[src/rtl/ahb_to_apb_bridge.sv]
// AHB-Lite to APB4 bridge: one AHB transfer at a time, converted into a full
// APB SETUP/ACCESS sequence. HRDATA is registered and the response comes back to AHB.
module ahb_to_apb_bridge #(
  parameter int ADDRWIDTH = 16
) (
  input  logic                 HCLK,
  input  logic                 HRESET,
  input  logic                 HSEL,
  input  logic [ADDRWIDTH-1:0] HADDR,
  input  logic [1:0]           HTRANS,
  input  logic [2:0]           HSIZE,
  input  logic [3:0]           HPROT,
  input  logic                 HWRITE,
  input  logic                 HREADY,
  input  logic [31:0]          HWDATA,
  output logic                 HREADYOUT,
  output logic [31:0]          HRDATA,
  output logic                 HRESP,
  output logic                 PSEL,
  output logic                 PENABLE,
  output logic [ADDRWIDTH-1:0] PADDR,
  output logic                 PWRITE,
  output logic [31:0]          PWDATA,
  output logic [3:0]           PSTRB,
  output logic [2:0]           PPROT,
  input  logic [31:0]          PRDATA,
  input  logic                 PREADY,
  input  logic                 PSLVERR
);

  typedef enum logic [2:0] {
    ST_IDLE, ST_WAIT, ST_SETUP, ST_ACCESS, ST_DONE, ST_ERR1, ST_ERR2
  } state_t;

  state_t     state, state_nxt;
  logic       accept;
  logic       addr_load;
  logic [3:0] strb_dec;
  logic       unused_bits;

  assign accept      = HSEL & HTRANS[1] & HREADY;
  // An address phase is only taken in states that drive HREADYOUT high.
  assign addr_load   = accept & HREADYOUT;
  assign unused_bits = ^{HTRANS[0], HPROT[3:2]};

  // NOTE: sequential state uses non-blocking assignments so that every
  // register samples values from before the clock edge.
  always_ff @(posedge HCLK) begin
    if (HRESET) state <= ST_IDLE;
    else        state <= state_nxt;
  end

  // NOTE: every output is given a default first so that no path through the
  // case statement leaves a signal unassigned, which would infer a latch.
  always_comb begin
    state_nxt = state;
    HREADYOUT = 1'b0;
    HRESP     = 1'b0;
    PSEL      = 1'b0;
    PENABLE   = 1'b0;
    case (state)
      ST_IDLE: begin
        HREADYOUT = 1'b1;
        if (accept) state_nxt = ST_WAIT;
      end
      ST_WAIT:  state_nxt = ST_SETUP;
      ST_SETUP: begin
        PSEL      = 1'b1;
        state_nxt = ST_ACCESS;
      end
      ST_ACCESS: begin
        PSEL    = 1'b1;
        PENABLE = 1'b1;
        if (PREADY) state_nxt = PSLVERR ? ST_ERR1 : ST_DONE;
      end
      ST_DONE: begin
        HREADYOUT = 1'b1;
        state_nxt = accept ? ST_WAIT : ST_IDLE;
      end
      ST_ERR1: begin
        HRESP     = 1'b1;
        state_nxt = ST_ERR2;
      end
      ST_ERR2: begin
        HREADYOUT = 1'b1;
        HRESP     = 1'b1;
        state_nxt = accept ? ST_WAIT : ST_IDLE;
      end
      default: state_nxt = ST_IDLE;
    endcase
  end

  always_comb begin
    strb_dec = 4'b1111;
    if (HSIZE == 3'd0)      strb_dec = 4'b0001 << HADDR[1:0];
    else if (HSIZE == 3'd1) strb_dec = HADDR[1] ? 4'b1100 : 4'b0011;
  end

  // The APB-side fields are loaded once per transfer and otherwise held.
  always_ff @(posedge HCLK) begin
    if (HRESET) begin
      PADDR  <= '0;
      PWRITE <= 1'b0;
      PSTRB  <= '0;
      PPROT  <= '0;
      PWDATA <= '0;
      HRDATA <= '0;
    end else begin
      if (addr_load) begin
        PADDR  <= {HADDR[ADDRWIDTH-1:2], 2'b00};
        PWRITE <= HWRITE;
        PPROT  <= {~HPROT[0], 1'b0, HPROT[1]};
        PSTRB  <= HWRITE ? strb_dec : 4'b0000;
      end
      if (state == ST_WAIT && PWRITE) PWDATA <= HWDATA;
      if (state == ST_ACCESS && PREADY && !PSLVERR && !PWRITE) HRDATA <= PRDATA;
    end
  end

endmodule
[config.mk]
export PLATFORM = sky130hd
export DESIGN_NAME = ahb_to_apb_bridge
export DESIGN_NICKNAME = d
export VERILOG_FILES = /design/src/rtl/ahb_to_apb_bridge.sv
export SDC_FILE = /design/constraint.sdc
export NUM_CORES = 1
export LEC_CHECK = 0
export CAP_MARGIN = 20
export CORE_MARGIN = 8
export CORE_UTILIZATION = 41
export CTS_CLUSTER_SIZE = 40
export DETAILED_ROUTE_END_ITERATION = 10
export HOLD_SLACK_MARGIN = 0.05
export PLACE_DENSITY = 0.85
export SYNTH_ARGS = -nofsm -noshare
export SYNTH_HDL_FRONTEND = slang
export SYNTH_SLANG_ARGS = --single-unit
[constraint.sdc]
create_clock -name HCLK -period 2.9 [get_ports HCLK]
set_input_delay 0.58 -clock HCLK [delete_from_list [all_inputs] [get_ports HCLK]]
set_output_delay 0.58 -clock HCLK [all_outputs]
set_load 0.005 [all_outputs]
==> metrics <==
Post-route DRC 0; Layout area overhead 59.91%; starting density of the core 41.40%; Hold Crit Start PWDATA[12]; Num CTS Buffers 9; max layer used met4; Die Y 106.2 um; Die X 106.2 um; post-layout min period 2.326 ns; RR Startpoint state[0]; area of the die 0.01127 mm^2; fin crit share 80.20%; io pins 188; CP Max Fanout 10; fin. max-slew vios 0; Yosys warning count 0; initial antenna violation count 0; top cell type's share of synthesized area 52.85%; Setup TNS 0 ns; n_diodes 0; leak pwr 1.793 nW; Rows 33; H-Tree Depth 3; Cell Int Power 1.950 mW; Wirelength per Cell 14.08 um; vias in the first global route 3219; Commonest cells post-synth nand2_1 (164), dfxtp_1 (88), a21oi_1 (77); first-pass GRT wire length 15.68 mm; final hold violation count 0; GP Congestion 0.7606; Worst setup EP type output pin; post-route ant nets 0; Max Fclk 0.4300 GHz; Pwr Density 463.2 mW/mm^2; CORE AREA 0.008051 mm^2; port bufs 181; TritonCTS sink count 88; top area cells in the synthesized netlist dfxtp_1 (53%), nand2_1 (18%), a21oi_1 (12%), buf_6 (2.7%), a21oi_2 (2.6%); Worst Tran Pin Value 0.5759 ns; Psw 0.5195 mW; vias after detailed routing 3237; number of flops mapped to enable cells by yosys 0; Clock Power Share 39.4%; DRT Wirelength 9.661 mm; Tot Pwr 2.469 mW; Yosys cell types 31; most frequent cell after synthesis nand2_1; worst relative slew slack 61.61%; routed length on met1 3.906 mm; Net Sw Frac 21.04%; HPWL Detailed 7.371 mm; Nets 672; TritonRoute pass-1 iters 5; Comb power frac 10.3%; met2 wire length 4.660 mm; Critical Path Start Type register; Synth Flop Type dfxtp_1; share of cells above drive strength 1 6.885%; initial drt markers 125; syn avg cell area 8.150 um^2; CP arrival 1.75 ns; Synth Register Bits 88; Hold WC Path Type register to register; GRT Total Usage 16.62%; Seq/Total Area, Yosys 52.85%; GRT overflow 0; Setup Skew 0.007064 ns; Post-CTS Hold Buffers 0; root buf cell clkbuf_8; sequential power share 50.3%; Final Setup Violations 0; CTS tree yes; Crit Path Category register to output pin; Yosys top cell by area dfxtp_1; Mapped Cells 409; VDD IR max 0.3347 mV; max cap viols 0; unrepaired setup endpoints after global routing false; Async SR Flop Fraction 0%; vias per cell 4.719; Critical Path RT 2.32 ns; Clk pin slew, worst setup/hold paths 0.08 ns; run status finished, final reports clean; post-CTS setup buffer count 0; post-cts resize count 0; CTS max path bufs 2; DR WL met3 954 um; synthesized area 0.003333 mm^2; Worst-Skew Late Latency 0.34 ns; Worst Setup SP state[0]; largest net degree at the start of global routing 44
-- cell usage in the layout, fill, tap and decap left out, drive strengths merged, types with 2 or more instances in the layout --
master and count:
and2b 2, a21oi 87, nor2b 2, clkbuf 12, and2 2, conb 3
clkinvlp 2, inv 2, clkdlybuf4s50 180, buf 7, nor2 8, dfxtp 88
bufinv 2, o21ai 4, nand2 164, nand3 5
-- stage by stage --
stage | worst slack (ns) | utilization, % | std cells | hold slack, ns | cell area, um^2
final | 0.5743 | 66.20 | 686 | 0.4538 | 5330
after global routing | 0.4741 | 66.20 | 686 | 0.4750 | 5330
after CTS | 0.5551 | 66.20 | 686 | 0.4580 | 5330
after detailed placement | 0.7873 | 63.22 | 670 | 0.4453 | 5090
after global placement | 0.8393 | 63.22 | 670 | 0.4402 | 5090
after floorplan | 1.447 | - | 411 | 0.4527 | 3341
-- cell type report --
cell class / count / area, um^2
Clock inverter: 4 / 75.07
Clock buffer: 12 / 165.2
Timing Repair Buffer: 187 / 1864
Tap cell: 105 / 131.4
Fill cell: 685 / 2721
Multi-Input combinational cell: 288 / 1325
Inverter: 2 / 7.507
Sequential cell: 88 / 1762
-- worst max-delay path: stages (launching register included) --
cell and delay [ns]:
dfxtp_1 0.56, xor2_1 0.17, and2_1 0.13, clkdlybuf4s50_1 0.55
-- power groups by stage --
stage,clock network (mW),logic [mW],registers (mW)
2_1_floorplan,0,0.0934,1.26
3_3_place_gp,0,0.252,1.27
3_5_place_dp,0,0.256,1.27
4_1_cts,0.998,0.257,1.24
5_1_grt,1.05,0.277,1.24
6_report,0.973,0.255,1.24
-- layer usage --
| layer | vias up | GRT usage, % |
|---|---|---|
| li1 | 1637 | - |
| met1 | 1470 | 18.92 |
| met2 | 118 | 27.79 |
| met3 | 12 | 6.836 |
| met4 | 0 | 5.126 |
| met5 | - | 0 |
-- state kept, by name, summed over array words and instances, names as in the netlist --
register	flops
state	3
PWDATA	32
PWRITE	1
PSTRB	4
HRDATA	32
PPROT	2
PADDR	14
-- final timing paths --
| kind | endpoint | slack, ns | depth (start not counted) |
|---|---|---|---|
| worst max-delay path | HRESP | 0.57 | 3 |
| worst min-delay path | PWDATA[12] | 0.45 | 2 |
| worst max register to register | PWDATA[31] | 1.18 | 4 |
| worst min register to register | PWDATA[12] | 0.45 | 2 |
-- kinds of logic after synthesis --
logic type	share of synthesized area [%]
xor gates and xnor gates	0.2628
DFF	52.85
other	0.1125
AOI/OAI and AO/OA	15.02
and+or+nand+nor	23.84
buffers and inverters	7.620
muxes	0.3003
Power figures use the tool's default switching activity.
